## src/rtl/fetch_ctrl_pkg.sv

```systemverilog
// Shared types and constants for the fetch sequencing controller.
package fetch_pkg;

    typedef enum logic [1:0] {
        ST_BOOT  = 2'd0,
        ST_RUN   = 2'd1,
        ST_FLUSH = 2'd2,
        ST_HALT  = 2'd3
    } fetch_state_t;

    typedef enum logic [1:0] {
        SRC_NONE   = 2'd0,
        SRC_COMMIT = 2'd1,
        SRC_EXEC   = 2'd2,
        SRC_DEC    = 2'd3
    } redirect_src_t;

    localparam int unsigned INST_BYTES = 4;

    // Only backend-originated redirects kill in-flight work.
    function automatic logic src_flushes(input redirect_src_t src);
        return (src == SRC_COMMIT) || (src == SRC_EXEC);
    endfunction

endpackage

```

## src/rtl/fetch_ctrl_if.sv

```systemverilog
// Fetch request bundle between fetch_ctrl (master) and the instruction queue (slave).
interface fetch_ctrl_if #(
    parameter int ADDR_WIDTH  = 32,
    parameter int FETCH_WIDTH = 2
);
    logic [ADDR_WIDTH-1:0]  fetch_pc;
    logic                   fetch_valid;
    logic [FETCH_WIDTH-1:0] fetch_mask;
    logic                   iq_ready;

    modport master (output fetch_pc, output fetch_valid, output fetch_mask, input iq_ready);
    modport slave  (input fetch_pc, input fetch_valid, input fetch_mask, output iq_ready);
endinterface

```

## src/rtl/fetch_ctrl_redirect_arb.sv

```systemverilog
// Fixed-priority redirect selector: commit beats exec beats decode; target is word-aligned.
module fetch_redirect_arb
    import fetch_pkg::*;
#(
    parameter int ADDR_WIDTH = 32
) (
    input  logic                  commit_valid,
    input  logic [ADDR_WIDTH-1:0] commit_addr,
    input  logic                  exec_valid,
    input  logic [ADDR_WIDTH-1:0] exec_addr,
    input  logic                  dec_valid,
    input  logic [ADDR_WIDTH-1:0] dec_addr,
    output logic                  win_valid,
    output redirect_src_t         win_src,
    output logic [ADDR_WIDTH-1:0] win_addr
);
    localparam logic [ADDR_WIDTH-1:0] ALIGN_MASK = {{(ADDR_WIDTH-2){1'b1}}, 2'b00};

    // Priority mux over the three redirect sources.
    always_comb begin
        win_valid = 1'b0;
        win_src   = SRC_NONE;
        win_addr  = {ADDR_WIDTH{1'b0}};
        if (commit_valid) begin
            win_valid = 1'b1;
            win_src   = SRC_COMMIT;
            win_addr  = commit_addr & ALIGN_MASK;
        end else if (exec_valid) begin
            win_valid = 1'b1;
            win_src   = SRC_EXEC;
            win_addr  = exec_addr & ALIGN_MASK;
        end else if (dec_valid) begin
            win_valid = 1'b1;
            win_src   = SRC_DEC;
            win_addr  = dec_addr & ALIGN_MASK;
        end else begin
            win_valid = 1'b0;
            win_src   = SRC_NONE;
            win_addr  = {ADDR_WIDTH{1'b0}};
        end
    end
endmodule

```

## src/rtl/fetch_ctrl.sv

```systemverilog
// Fetch PC sequencer with prioritized, flush-aware redirects.
// Optional performance counters are built when FETCH_CTRL_PERF_EN is defined.
module fetch_ctrl
    import fetch_pkg::*;
#(
    parameter int ADDR_WIDTH   = 32,
    parameter int FETCH_WIDTH  = 2,
    parameter int FLUSH_CYCLES = 1
) (
    input  logic                  clk,
    input  logic                  rst,
    input  logic [ADDR_WIDTH-1:0] start_addr,
    input  logic                  commit_redirect_valid,
    input  logic [ADDR_WIDTH-1:0] commit_redirect_addr,
    input  logic                  exec_redirect_valid,
    input  logic [ADDR_WIDTH-1:0] exec_redirect_addr,
    input  logic                  dec_jump_valid,
    input  logic [ADDR_WIDTH-1:0] dec_jump_addr,
    input  logic                  halt_req,
    fetch_ctrl_if.master          bus,
    output logic                  flush,
    output logic [1:0]            state_o,
    output logic [31:0]           perf_bundles,
    output logic [31:0]           perf_stalls,
    output logic [31:0]           perf_redirects
);
    localparam int SLOT_W = $clog2(FETCH_WIDTH);
    localparam int CNT_W  = $clog2(FLUSH_CYCLES + 1);
    localparam logic [ADDR_WIDTH-1:0] ALIGN_MASK = {{(ADDR_WIDTH-2){1'b1}}, 2'b00};

    fetch_state_t          state_r;
    logic [ADDR_WIDTH-1:0] pc_r;
    logic [CNT_W-1:0]      cnt_r;
    logic                  flush_r;

    logic                  win_valid_s;
    redirect_src_t         win_src_s;
    logic [ADDR_WIDTH-1:0] win_addr_s;
    logic                  take_s;
    logic                  valid_s;
    logic                  accept_s;
    logic [SLOT_W-1:0]     slot_s;
    logic [SLOT_W:0]       lanes_s;
    logic [ADDR_WIDTH-1:0] step_s;
    logic [FETCH_WIDTH-1:0] mask_s;

    fetch_redirect_arb #(.ADDR_WIDTH(ADDR_WIDTH)) u_arb (
        .commit_valid (commit_redirect_valid),
        .commit_addr  (commit_redirect_addr),
        .exec_valid   (exec_redirect_valid),
        .exec_addr    (exec_redirect_addr),
        .dec_valid    (dec_jump_valid),
        .dec_addr     (dec_jump_addr),
        .win_valid    (win_valid_s),
        .win_src      (win_src_s),
        .win_addr     (win_addr_s)
    );

    assign valid_s  = (state_r == ST_RUN);
    assign accept_s = valid_s && bus.iq_ready;
    assign slot_s   = pc_r[SLOT_W+1:2];
    assign lanes_s  = (SLOT_W+1)'(FETCH_WIDTH) - {1'b0, slot_s};
    assign step_s   = {{(ADDR_WIDTH-SLOT_W-3){1'b0}}, lanes_s, 2'b00};

    // Lane mask stops at the bundle-aligned boundary; zero while no request is issued.
    always_comb begin
        mask_s = {FETCH_WIDTH{1'b0}};
        for (int i = 0; i < FETCH_WIDTH; i++) begin
            mask_s[i] = valid_s && ((SLOT_W+1)'(i) < lanes_s);
        end
    end

    // Which states honour the arbitrated redirect (HALT only wakes on commit).
    always_comb begin
        case (state_r)
            ST_BOOT:  take_s = 1'b0;
            ST_RUN:   take_s = win_valid_s;
            ST_FLUSH: take_s = win_valid_s;
            ST_HALT:  take_s = win_valid_s && (win_src_s == SRC_COMMIT);
            default:  take_s = 1'b0;
        endcase
    end

    // Sequencing FSM: state, PC, bubble counter and flush pulse.
    always_ff @(posedge clk) begin
        if (rst) begin
            state_r <= ST_BOOT;
            pc_r    <= {ADDR_WIDTH{1'b0}};
            cnt_r   <= {CNT_W{1'b0}};
            flush_r <= 1'b0;
        end else begin
            flush_r <= 1'b0;
            if (take_s) begin
                state_r <= ST_FLUSH;
                pc_r    <= win_addr_s;
                cnt_r   <= CNT_W'(FLUSH_CYCLES);
                flush_r <= src_flushes(win_src_s);
            end else begin
                case (state_r)
                    ST_BOOT: begin
                        pc_r    <= start_addr & ALIGN_MASK;
                        state_r <= ST_RUN;
                    end
                    ST_RUN: begin
                        if (halt_req) begin
                            state_r <= ST_HALT;
                        end else if (accept_s) begin
                            pc_r <= pc_r + step_s;
                        end else begin
                            pc_r <= pc_r;
                        end
                    end
                    ST_FLUSH: begin
                        if (cnt_r <= CNT_W'(1)) begin
                            cnt_r   <= {CNT_W{1'b0}};
                            state_r <= ST_RUN;
                        end else begin
                            cnt_r <= cnt_r - CNT_W'(1);
                        end
                    end
                    ST_HALT: state_r <= ST_HALT;
                    default: state_r <= ST_BOOT;
                endcase
            end
        end
    end

    assign bus.fetch_pc    = pc_r;
    assign bus.fetch_valid = valid_s;
    assign bus.fetch_mask  = mask_s;
    assign flush           = flush_r;
    assign state_o         = state_r;

`ifdef FETCH_CTRL_PERF_EN
    logic [31:0] bundles_r;
    logic [31:0] stalls_r;
    logic [31:0] redirects_r;

    // Free-running wrapping event counters.
    always_ff @(posedge clk) begin
        if (rst) begin
            bundles_r   <= 32'd0;
            stalls_r    <= 32'd0;
            redirects_r <= 32'd0;
        end else begin
            if (accept_s) bundles_r <= bundles_r + 32'd1;
            else          bundles_r <= bundles_r;
            if (valid_s && !bus.iq_ready) stalls_r <= stalls_r + 32'd1;
            else                          stalls_r <= stalls_r;
            if (take_s) redirects_r <= redirects_r + 32'd1;
            else        redirects_r <= redirects_r;
        end
    end

    assign perf_bundles   = bundles_r;
    assign perf_stalls    = stalls_r;
    assign perf_redirects = redirects_r;
`else
    assign perf_bundles   = 32'd0;
    assign perf_stalls    = 32'd0;
    assign perf_redirects = 32'd0;
`endif
endmodule

```

## src/flat_wrapper.sv

```systemverilog
// flat-port wrapper written by rule: the top's interface ports become plain ports
module fetch_ctrl_flat import fetch_pkg::*;
#(
    parameter int ADDR_WIDTH   = 32,
    parameter int FETCH_WIDTH  = 2,
    parameter int FLUSH_CYCLES = 1
)
  (clk, rst, start_addr, commit_redirect_valid, commit_redirect_addr, exec_redirect_valid, exec_redirect_addr, dec_jump_valid, dec_jump_addr, halt_req, flush, state_o, perf_bundles, perf_stalls, perf_redirects, bus_fetch_pc, bus_fetch_valid, bus_fetch_mask, bus_iq_ready);
  fetch_ctrl_if #(.ADDR_WIDTH(ADDR_WIDTH), .FETCH_WIDTH(FETCH_WIDTH)) bus_i ();
  input  logic clk;
  input  logic rst;
  input  logic [ADDR_WIDTH-1:0] start_addr;
  input  logic commit_redirect_valid;
  input  logic [ADDR_WIDTH-1:0] commit_redirect_addr;
  input  logic exec_redirect_valid;
  input  logic [ADDR_WIDTH-1:0] exec_redirect_addr;
  input  logic dec_jump_valid;
  input  logic [ADDR_WIDTH-1:0] dec_jump_addr;
  input  logic halt_req;
  output logic flush;
  output logic [1:0] state_o;
  output logic [31:0] perf_bundles;
  output logic [31:0] perf_stalls;
  output logic [31:0] perf_redirects;
  output wire logic [$bits(bus_i.fetch_pc)-1:0] bus_fetch_pc;
  output wire logic [$bits(bus_i.fetch_valid)-1:0] bus_fetch_valid;
  output wire logic [$bits(bus_i.fetch_mask)-1:0] bus_fetch_mask;
  input wire logic [$bits(bus_i.iq_ready)-1:0] bus_iq_ready;
  assign bus_fetch_pc = bus_i.fetch_pc;
  assign bus_fetch_valid = bus_i.fetch_valid;
  assign bus_fetch_mask = bus_i.fetch_mask;
  assign bus_i.iq_ready = bus_iq_ready;
  fetch_ctrl #(.ADDR_WIDTH(ADDR_WIDTH), .FETCH_WIDTH(FETCH_WIDTH), .FLUSH_CYCLES(FLUSH_CYCLES)) u_core (.clk(clk), .rst(rst), .start_addr(start_addr), .commit_redirect_valid(commit_redirect_valid), .commit_redirect_addr(commit_redirect_addr), .exec_redirect_valid(exec_redirect_valid), .exec_redirect_addr(exec_redirect_addr), .dec_jump_valid(dec_jump_valid), .dec_jump_addr(dec_jump_addr), .halt_req(halt_req), .bus(bus_i), .flush(flush), .state_o(state_o), .perf_bundles(perf_bundles), .perf_stalls(perf_stalls), .perf_redirects(perf_redirects));
endmodule
```

## config.mk

```make
export PLATFORM = sky130hd
export DESIGN_NAME = fetch_ctrl_flat
export DESIGN_NICKNAME = d
export VERILOG_FILES = /design/src/rtl/fetch_ctrl_pkg.sv /design/src/rtl/fetch_ctrl_if.sv /design/src/rtl/fetch_ctrl_redirect_arb.sv /design/src/rtl/fetch_ctrl.sv /design/src/flat_wrapper.sv
export SDC_FILE = /design/constraint.sdc
export NUM_CORES = 1
export LEC_CHECK = 0
export ABC_CLOCK_PERIOD_IN_PS = 4220
export BUFFER_PORTS_ARGS = -buffer_cell sky130_fd_sc_hd__buf_2
export CORE_AREA = 3 3 105 107
export DETAILED_ROUTE_END_ITERATION = 8
export DIE_AREA = 0 0 108 110
export HOLD_SLACK_MARGIN = 0.05
export PLACE_DENSITY = 0.74
export SYNTH_ARGS = -nofsm -noshare
export SYNTH_HDL_FRONTEND = slang
export SYNTH_SLANG_ARGS = --single-unit
```

## constraint.sdc

```tcl
create_clock -name clk -period 4.22 [get_ports clk]
set_input_delay 0.211 -clock clk [delete_from_list [all_inputs] [get_ports clk]]
set_output_delay 0.211 -clock clk [all_outputs]
set_load 0.02 [all_outputs]
```

## Yosys cells after proc, flatten, opt, wreduce, memory -nomap -nowiden

Index checks and enable logic that the tools add are counted.

| word-level totals | value |
|---|---|
| bits of input ports | 135 |
| output and inout bits | 134 |
| bits in latches | 0 |
| memories kept | 0 |
| memory bits (writable) | 0 |
| flip-flop bits (word level) | 36 |
| logic and storage cells | 58 |
| memory bits (read-only) | 0 |

| operators by class | value |
|---|---|
| bitwise operators | 1 |
| div/mod/pow operators | 0 |
| reduce and logical (&&, ||, !) cells | 14 |
| muxes and demuxes | 21 |
| magnitude comparators | 3 |
| $add $sub $neg | 3 |
| multipliers | 0 |
| equality and inequality tests | 11 |
| shift-type cells | 0 |

Operators with widths:

| operator | number |
|---|---|
| two-way mux 32 bit | 6 |
| case mux 32 bit (2 select lines) | 1 |
| adder 32 x 4 -> 32 bit | 1 |
| two-way mux 2 bit | 6 |
| inequality test 3 x 2 -> 1 bit (second input constant) | 3 |
| case mux 2 bit (4 select lines) | 1 |
| == test 2 bit (second input constant) | 3 |
| two-way mux 1 bit | 6 |
| OR reduction 2 bit | 3 |
| == test 2 x 1 -> 1 bit (second input constant) | 2 |
| logical AND 1 bit | 4 |
| less-than comparator 1 x 2 -> 1 bit (first input constant) | 2 |
| AND reduction 2 bit | 2 |
| inequality test 3 x 1 -> 1 bit (second input constant) | 1 |
| case mux 1 bit (3 select lines) | 1 |
| AND reduction 3 bit | 1 |
| nonzero test 3 bit | 1 |
| logical NOT 2 bit | 1 |
| inequality test 2 x 1 -> 1 bit (second input constant) | 1 |
| inequality test 2 bit (second input constant) | 1 |
| nonzero test 2 bit | 1 |
| subtractor 2 x 1 -> 2 bit (first input constant) | 1 |
| less-or-equal comparator 1 bit (second input constant) | 1 |
| logical OR 1 bit | 1 |
| other kinds (2) | 2 |

## Depth between registers and ports, before layout

Gate-level depths: netlist of run 1.

| logic depth | value |
|---|---|
| depth after elaboration | 8 |
| gate-level depth with buffers | 12 |

## Cells and area by module

From an unflattened synthesis of run 1, not the netlist that was laid out.

| second synthesis, totals | value |
|---|---|
| cell total of the unflattened synthesis | 590 |
| area, all modules | 4351.7 um2 |

By module, submodules not included:

| module | cells an instance | instances | area each (um2) | seq. area each (um2) |
|---|---|---|---|---|
| fetch_ctrl | 444 | 1 | 3458.3 | 700.7 |
| fetch_redirect_arb | 146 | 1 | 893.4 | 0.0 |

## Worst setup path after synthesis of run 1

Ideal clock, no wire load.

| timing path | value |
|---|---|
| kind | input -> register |
| start | input port commit_redirect_valid |
| end | register u_core.pc_r[27] (netlist: u_core.bus.fetch_pc[27]) |
| buffers on the path | 6 |
| setup time | 0.136 ns |
| cell stages on the path | 12 |
| arrival time | 2.411 ns |
| setup slack | 1.673 ns |
| cells stage by stage | clkbuf_1 -> clkbuf_1 -> clkbuf_1 -> o21bai_1 -> ha_1 -> a21oi_1 -> or3_1 -> buf_6 -> clkbuf_1 -> buf_2 -> a31oi_1 -> o32ai_1 |

| on the way | value |
|---|---|
| word-level cells in the longest chain between the ends | 6 |
| elaborated cells on any way between the ends | 11 |
| classes of those cells | eq/ne (3); mux (5); reduce/logical (3) |

Ends and longest elaborated chain:

| element | RTL line | source |
|---|---|---|
| from (decl) | flat_wrapper.sv:13 | `input logic commit_redirect_valid;` |
| two-way mux 2 bit | fetch_ctrl_redirect_arb.sv:24 | `if (commit_valid) begin` |
| == test 2 x 1 -> 1 bit | fetch_ctrl.sv:79 | `ST_HALT: take_s = win_valid_s && (win_src_s == SRC_COMMIT);` |
| logical AND 1 bit | fetch_ctrl.sv:79 |  |
| case mux 1 bit (3 select lines) | fetch_ctrl.sv:75 | `case (state_r)` |
| inequality test 3 x 2 -> 1 bit (no source line) / nonzero test 3 bit (equally long branches) | n/a |  |
| AND reduction 3 bit (no source line) | n/a |  |
| to (signal assigned) | fetch_ctrl.sv:88 | `pc_r <= {ADDR_WIDTH{1'b0}};` |
| to (signal assigned) | fetch_ctrl.sv:95 | `pc_r <= win_addr_s;` |
| to (signal assigned) | fetch_ctrl.sv:101 | `pc_r <= start_addr & ALIGN_MASK;` |
| to (decl) | fetch_ctrl.sv:32 | `logic [ADDR_WIDTH-1:0] pc_r;` |

Parallel ways exist; a longest one is shown, timed or not.
A chain may end at the register's enable or synchronous reset.

## Worst setup path in the final report of run 1

| timing path | value |
|---|---|
| start | register u_core.state_r[0] (netlist: u_core.state_o[0]) |
| end | register u_core.pc_r[28] (netlist: u_core.bus.fetch_pc[28]) |

| on the way | value |
|---|---|
| word-level cells in the longest chain between the ends | 5 |
| elaborated cells on any way between the ends | 13 |
| classes of those cells | eq/ne (5); mux (3); reduce/logical (5) |

Ends and longest elaborated chain:

| element | RTL line | source |
|---|---|---|
| from (decl) | fetch_ctrl.sv:31 | `fetch_state_t state_r;` |
| from (signal assigned) | fetch_ctrl.sv:87 | `state_r <= ST_BOOT;` |
| from (signal assigned) | fetch_ctrl.sv:94 | `state_r <= ST_FLUSH;` |
| from (signal assigned) | fetch_ctrl.sv:102 | `state_r <= ST_RUN;` |
| == test 2 bit / == test 2 x 1 -> 1 bit (equally long branches) | fetch_ctrl.sv:75, fetch_ctrl.sv:59, fetch_ctrl.sv:99 |  |
| OR reduction 2 bit (no source line) | n/a |  |
| case mux 1 bit (3 select lines) | fetch_ctrl.sv:75 |  |
| inequality test 3 x 2 -> 1 bit (no source line) / nonzero test 3 bit (equally long branches) | n/a |  |
| AND reduction 3 bit (no source line) | n/a |  |

Parallel ways exist; a longest one is shown, timed or not.

==> results.py, run 1 <==
metrics = {
    "clocking": {
        "cts_tree": "built",
        "clkLatencyLatePin_ns": 0.29,
        "cts-buffers-inserted": 5,
        "cts_buffer_depth": 2,
        "clockRootBuffer": "clkbuf_8",
        "cts.repair.resized": 0,
        "cts-hold-fix-buffers": 0,
        "path_clk_slew_ns": 0.08,
        "htree_levels": 2,
        "numClockSinks": 33,
        "cts_setup_buffers": 0,
    },
    "worst_hold_path": {
        "hold_end": "u_core.bus.fetch_pc[12]",
        "worst_hold_path_type": "in2reg",
        "holdCritStartpoint": "start_addr[12]",
        "min_delay_path_depth": 3,
    },
    "status": {
        "outcome": "completed",
    },
    "power_and_ir_drop": {
        "vdd_ir_drop_max_v": 0.000222,
        "power.density_mw_per_mm2": 584,
        "p_leak_nw": 2.03,
    },
    "global_route": {
        "grt_max_degree": 61,
        "grt_pass1_wl_um": 19300,
        "grt_pass1_vias": 3731,
        "grt-ovfl-total": 0,
        "grt_usage": 0.206,
        "antenna_found_initial": 1,
    },
    "routing": {
        "drc": 0,
        "vias": 4330,
        "firstDrtPassIters": 5,
        "ant_nets": 0,
        "drt_iter0_drc": 410,
        "routed_via_density": 5.38,
        "wl_per_cell_um": 16.3,
        "drt_wl_total_um": 13100,
    },
    "critical_path": {
        "r2r_cells": 7,
        "end_kind": "register",
        "worstPathRequired_ns": 4.38,
        "worstReg2RegEnd": "u_core.bus.fetch_pc[28]",
        "r2r_setup_slack_ns": 1.38,
        "critPathKind": "reg2reg",
        "crit_fanout": 22,
        "cp-startpoint": "u_core.state_o[0]",
        "r2r_start": "u_core.state_o[0]",
        "worstPathArrival_ns": 3.00,
        "start_kind": "register",
    },
    "yosys": {
        "syn_area_mm2": 0.00387,
        "synth_cell_types": 64,
        "async_flop_share": 0,
        "avgSynthCellArea_um2": 7.23,
        "synth_warnings": 0,
        "synthCells": 535,
        "ys_seq_area_frac": 0.171,
        "synth_ff_type": "dfxtp_1",
        "synth_edf_count": 0,
        "synth-seq-cells": 33,
    },
    "timing": {
        "setup-tns-final_ns": 0,
        "max_freq_ghz": 0.352,
        "tightest_slew_ns": 0.896,
        "rsz0062_at_grt": "no",
        "hold_viol_final": 0,
        "slew-limit-headroom": 0.403,
        "slew_viol_final": 0,
        "fin_skew_ns": 0.00981,
        "setup-violations-final": 0,
        "holdWs_ns": 0.206,
        "finalCritPeriodShare": 0.673,
        "layout_min_cycle_time_ns": 2.84,
    },
    "floorplan": {
        "start_util": 0.378,
        "core-area_mm2": 0.0102,
        "io_pins": 269,
        "die_h_um": 110,
        "chipWidth_um": 108,
        "dieArea_mm2": 0.0119,
        "fp-row-count": 37,
    },
    "placed_design": {
        "placed_cell_area_mm2": 0.00432,
        "dp_cells": 796,
        "portBuffers": 162,
        "gp_congestion": 0.937,
        "place_hpwl_um": 10100,
    },
    "finish": {
        "final_util": 0.432,
        "drive_gt1_frac": 0.287,
        "final_common_cell": "buf_2",
        "area_delta_synth_final_pct": 14.3,
        "nNetsFinal": 808,
        "stdcell_area_mm2": 0.00442,
        "layout_common_cells": "162 x buf_2, 98 x conb_1, 34 x nor2_1, 33 x nand2_1, 33 x dfxtp_1",
        "stdcell_count": 805,
    },
    "flow_run": {
        "maxCapViolations": 0,
    },
}
synthesized netlist by cell type (all sizes together), types with 5 or more instances:
master | count | area [um^2]
nand4 | 12 | 81.3
inv | 10 | 37.5
o211ai | 7 | 52.6
o32ai | 8 | 70.1
clkbuf | 28 | 126
dfxtp | 33 | 661
o22ai | 5 | 37.5
nand3 | 15 | 80.1
mux2i | 5 | 50.1
a31oi | 15 | 93.8
nor4 | 11 | 68.8
buf | 114 | 840
and4 | 5 | 46.3
a221oi | 15 | 131
a21oi | 24 | 120
a211oi | 15 | 113
o21ai | 22 | 110
nor2b | 12 | 75.1
nor2 | 34 | 128
and3 | 8 | 51.3
nor3 | 26 | 130
ha | 6 | 75.1
a22oi | 18 | 135
nand2 | 33 | 124
how the worst max path moves through the flow:
stage,endpoint,slack [ns],cells after the start
2_1_floorplan,u_core.bus.fetch_pc[27],1.67,12
3_3_place_gp,u_core.bus.fetch_pc[20],1.45,10
3_5_place_dp,u_core.bus.fetch_pc[28],1.37,7
4_1_cts,u_core.bus.fetch_pc[28],1.39,7
5_1_grt,u_core.bus.fetch_pc[28],1.13,7
6_report,u_core.bus.fetch_pc[28],1.38,7
through the flow:
step | setup slack, ns | total power, mW
3_5_place_dp | 1.37 | 2.29
6_report | 1.38 | 2.58
4_1_cts | 1.39 | 2.56
5_1_grt | 1.13 | 2.79
2_1_floorplan | 1.67 | 1.88
3_3_place_gp | 1.45 | 2.26
state kept, by name, summed over array words and instances (netlist names):
signal	count
u_core.bus.fetch_pc	30
u_core.flush	1
u_core.state_o	2
metal layers:
metal / track usage / share of wire / vias to the layer above
met4: 0.0857 / 0.031 / 0
met2: 0.326 / 0.46 / 283
met1: 0.276 / 0.41 / 1945
li1: - / - / 2068
met5: 0 / 0 / -
met3: 0.0373 / 0.10 / 34
cells by family after synthesis:
| family | count (synthesis) | synth area share |
|---|---|---|
| other | 1 | 0.000969 |
| xor gates and xnor gates | 6 | 0.0136 |
| DFF | 33 | 0.171 |
| muxes | 5 | 0.0129 |
| AOI/OAI and AO/OA | 160 | 0.292 |
| adders and majority gates | 6 | 0.0194 |
| buffers and inverters | 152 | 0.259 |
| and+or+nand+nor | 172 | 0.231 |
critical path, cell delays in order (launching register included):
cell	delay, ns
dfxtp_1	0.41
ha_1	0.69
inv_1	0.16
a21oi_2	0.75
buf_4	0.27
a21oi_1	0.05
o31ai_1	0.27
a211oi_1	0.09
where the power goes:
group	switching [mW]	total (mW)	internal, mW
Sequential	0.184	0.610	0.426
Combinational	1.11	1.70	0.587
Clock	0.130	0.278	0.148
layout make-up:
cell class | instances | area (um^2)
inverters | 10 | 37.5
well taps | 136 | 170
clock inverters | 1 | 5.00
clock buffers | 7 | 96.3
repair buffers | 170 | 871
flip-flops and latches | 33 | 661
multi-input cells | 447 | 2580
diodes | 1 | 2.50
fillers | 1127 | 5810
Note: power is estimated with default switching activity, not from simulation.
==> run 2: changes to the inputs <==
ABC_CLOCK_PERIOD_IN_PS = 2660   (was 4220)
CORE_AREA = 3 3 102 104   (was 3 3 105 107)
DIE_AREA = 0 0 105 107   (was 0 0 108 110)
PLACE_DENSITY = 0.78   (was 0.74)
clock period = 2.66 ns   (was 4.22 ns; I/O delays follow)
==> run 2 against run 1 <==
Effect of this change:
- sequential cell count is the same
- first-iteration DRC count shrank 12%
- die area shrank 5.4%
- total power grew 62%
- clock power grew 57%
==> results.py, run 2 (synthesized netlist as in run 1, its figures left out) <==
metrics = {
    "routing": {
        "drc": 0,
        "vias": 4277,
        "drt_iter0_drc": 361,
        "drt_wl_total_um": 12900,
        "wl_per_cell_um": 15.9,
        "firstDrtPassIters": 5,
        "routed_via_density": 5.29,
        "ant_nets": 0,
    },
    "global_route": {
        "antenna_found_initial": 1,
        "grt_pass1_wl_um": 19400,
        "grt_usage": 0.213,
        "grt_max_degree": 61,
        "grt-ovfl-total": 0,
        "grt_pass1_vias": 3855,
    },
    "floorplan": {
        "start_util": 0.401,
        "fp-row-count": 36,
        "chipWidth_um": 105,
        "core-area_mm2": 0.00964,
        "die_h_um": 107,
        "dieArea_mm2": 0.0112,
        "io_pins": 269,
    },
    "placed_design": {
        "gp_congestion": 0.908,
        "portBuffers": 162,
        "place_hpwl_um": 10100,
    },
    "finish": {
        "seq_area_um2": 661,
        "area_delta_synth_final_pct": 16.2,
        "nFillCells": 1015,
        "largest_reg_flops": 30,
        "multi_input_area_mm2": 0.00258,
        "drive_gt1_frac": 0.295,
        "layout_common_cells": "162 x buf_2, 98 x conb_1, 34 x nor2_1, 33 x nand2_1, 33 x dfxtp_1",
        "final_util": 0.467,
        "final_common_cell": "buf_2",
        "nNetsFinal": 815,
    },
    "clocking": {
        "cts.repair.resized": 0,
        "clkLatencyLatePin_ns": 0.29,
        "clockRootBuffer": "clkbuf_8",
        "cts-hold-fix-buffers": 0,
        "cts_tree": "built",
        "path_clk_slew_ns": 0.08,
        "cts-buffers-inserted": 5,
        "numClockSinks": 33,
        "cts_buffer_depth": 2,
        "htree_levels": 2,
        "cts_setup_buffers": 0,
    },
    "timing": {
        "max_freq_ghz": 0.442,
        "setup-tns-final_ns": 0,
        "layout_min_cycle_time_ns": 2.26,
        "hold_viol_final": 0,
        "slew-limit-headroom": 0.520,
        "fin_skew_ns": 0.0119,
        "setup-violations-final": 0,
        "tightest_slew_ns": 0.713,
        "rsz0062_at_grt": "no",
        "slew_viol_final": 0,
        "finalCritPeriodShare": 0.851,
        "holdWs_ns": 0.124,
    },
    "critical_path": {
        "r2r_start": "u_core.state_o[0]",
        "cp_cell_sequence": "inv_1 -> ha_1 -> a21oi_1 -> or3_1 -> buf_12 -> nand3_2 -> o32ai_1",
        "end_kind": "register",
        "critPathKind": "reg2reg",
        "start_kind": "register",
        "worstReg2RegEnd": "u_core.bus.fetch_pc[20]",
        "crit_fanout": 33,
        "crit_slowest_cell": "dfxtp_1",
        "crit_family": "simple AND/OR/NAND/NOR gates",
        "r2r_setup_slack_ns": 0.40,
        "worstPathRequired_ns": 2.85,
        "path_buf_inv": 2,
        "slowest_delay_ns": 0.41,
        "worstPathArrival_ns": 2.46,
        "r2r_cells": 7,
    },
    "worst_hold_path": {
        "hold_end": "u_core.state_o[0]",
        "worst_hold_path_type": "in2reg",
        "holdCritStartpoint": "halt_req",
        "min_delay_path_depth": 2,
    },
    "power_and_ir_drop": {
        "vdd_ir_drop_max_v": 0.000602,
        "power.total_mw": 4.18,
        "p_leak_nw": 2.07,
        "power.density_mw_per_mm2": 930,
    },
    "status": {
        "outcome": "completed",
    },
    "flow_run": {
        "maxCapViolations": 0,
    },
}
-- run 2: changes by cell type in the layout (fill, tap and decap cells not counted), sizes merged --
cell  previous run  this run
buf            170       177
-- run 2: worst max path at each step --
stage / startpoint / cells past startpoint / to
after floorplan: commit_redirect_valid / 12 / u_core.bus.fetch_pc[27]
after global placement: dec_jump_valid / 10 / u_core.bus.fetch_pc[16]
after detailed placement: dec_jump_valid / 9 / u_core.bus.fetch_pc[20]
after CTS: u_core.state_o[0] / 7 / u_core.bus.fetch_pc[20]
after global routing: u_core.state_o[0] / 7 / u_core.bus.fetch_pc[19]
final: u_core.state_o[0] / 7 / u_core.bus.fetch_pc[20]
-- run 2: per-stage QoR --
stage,setup slack [ns],area [um^2],cells
floorplan,0.191,4230,632
global route,0.160,4500,809
detailed placement,0.284,4390,800
CTS,0.400,4490,808
finish,0.395,4500,809
global placement,0.328,4390,800
-- run 2: where the power goes --
part	internal [mW]	switching [mW]	total, mW	leakage, nW
sequential	0.676	0.285	0.961	0.273
combinational	1.01	1.77	2.78	1.75
clock	0.234	0.203	0.437	0.0542
-- run 2: layout make-up --
cell class,instances,area share
diodes,1,0.000556
inverters,10,0.00835
well taps,133,0.0370
multi-input cells,447,0.574
flip-flops and latches,33,0.147
clock inverters,1,0.00111
repair buffers,177,0.211
clock buffers,7,0.0214
-- run 2: per-layer routing --
metal / share of wire / wire, um / global-route usage / vias to the layer above
li1: - / - / - / 2076
met1: 0.41 / 5300 / 0.280 / 1915
met2: 0.47 / 6090 / 0.352 / 259
met3: 0.091 / 1170 / 0.0301 / 27
met4: 0.024 / 308 / 0.0825 / 0
met5: 0 / 0 / 0 / -
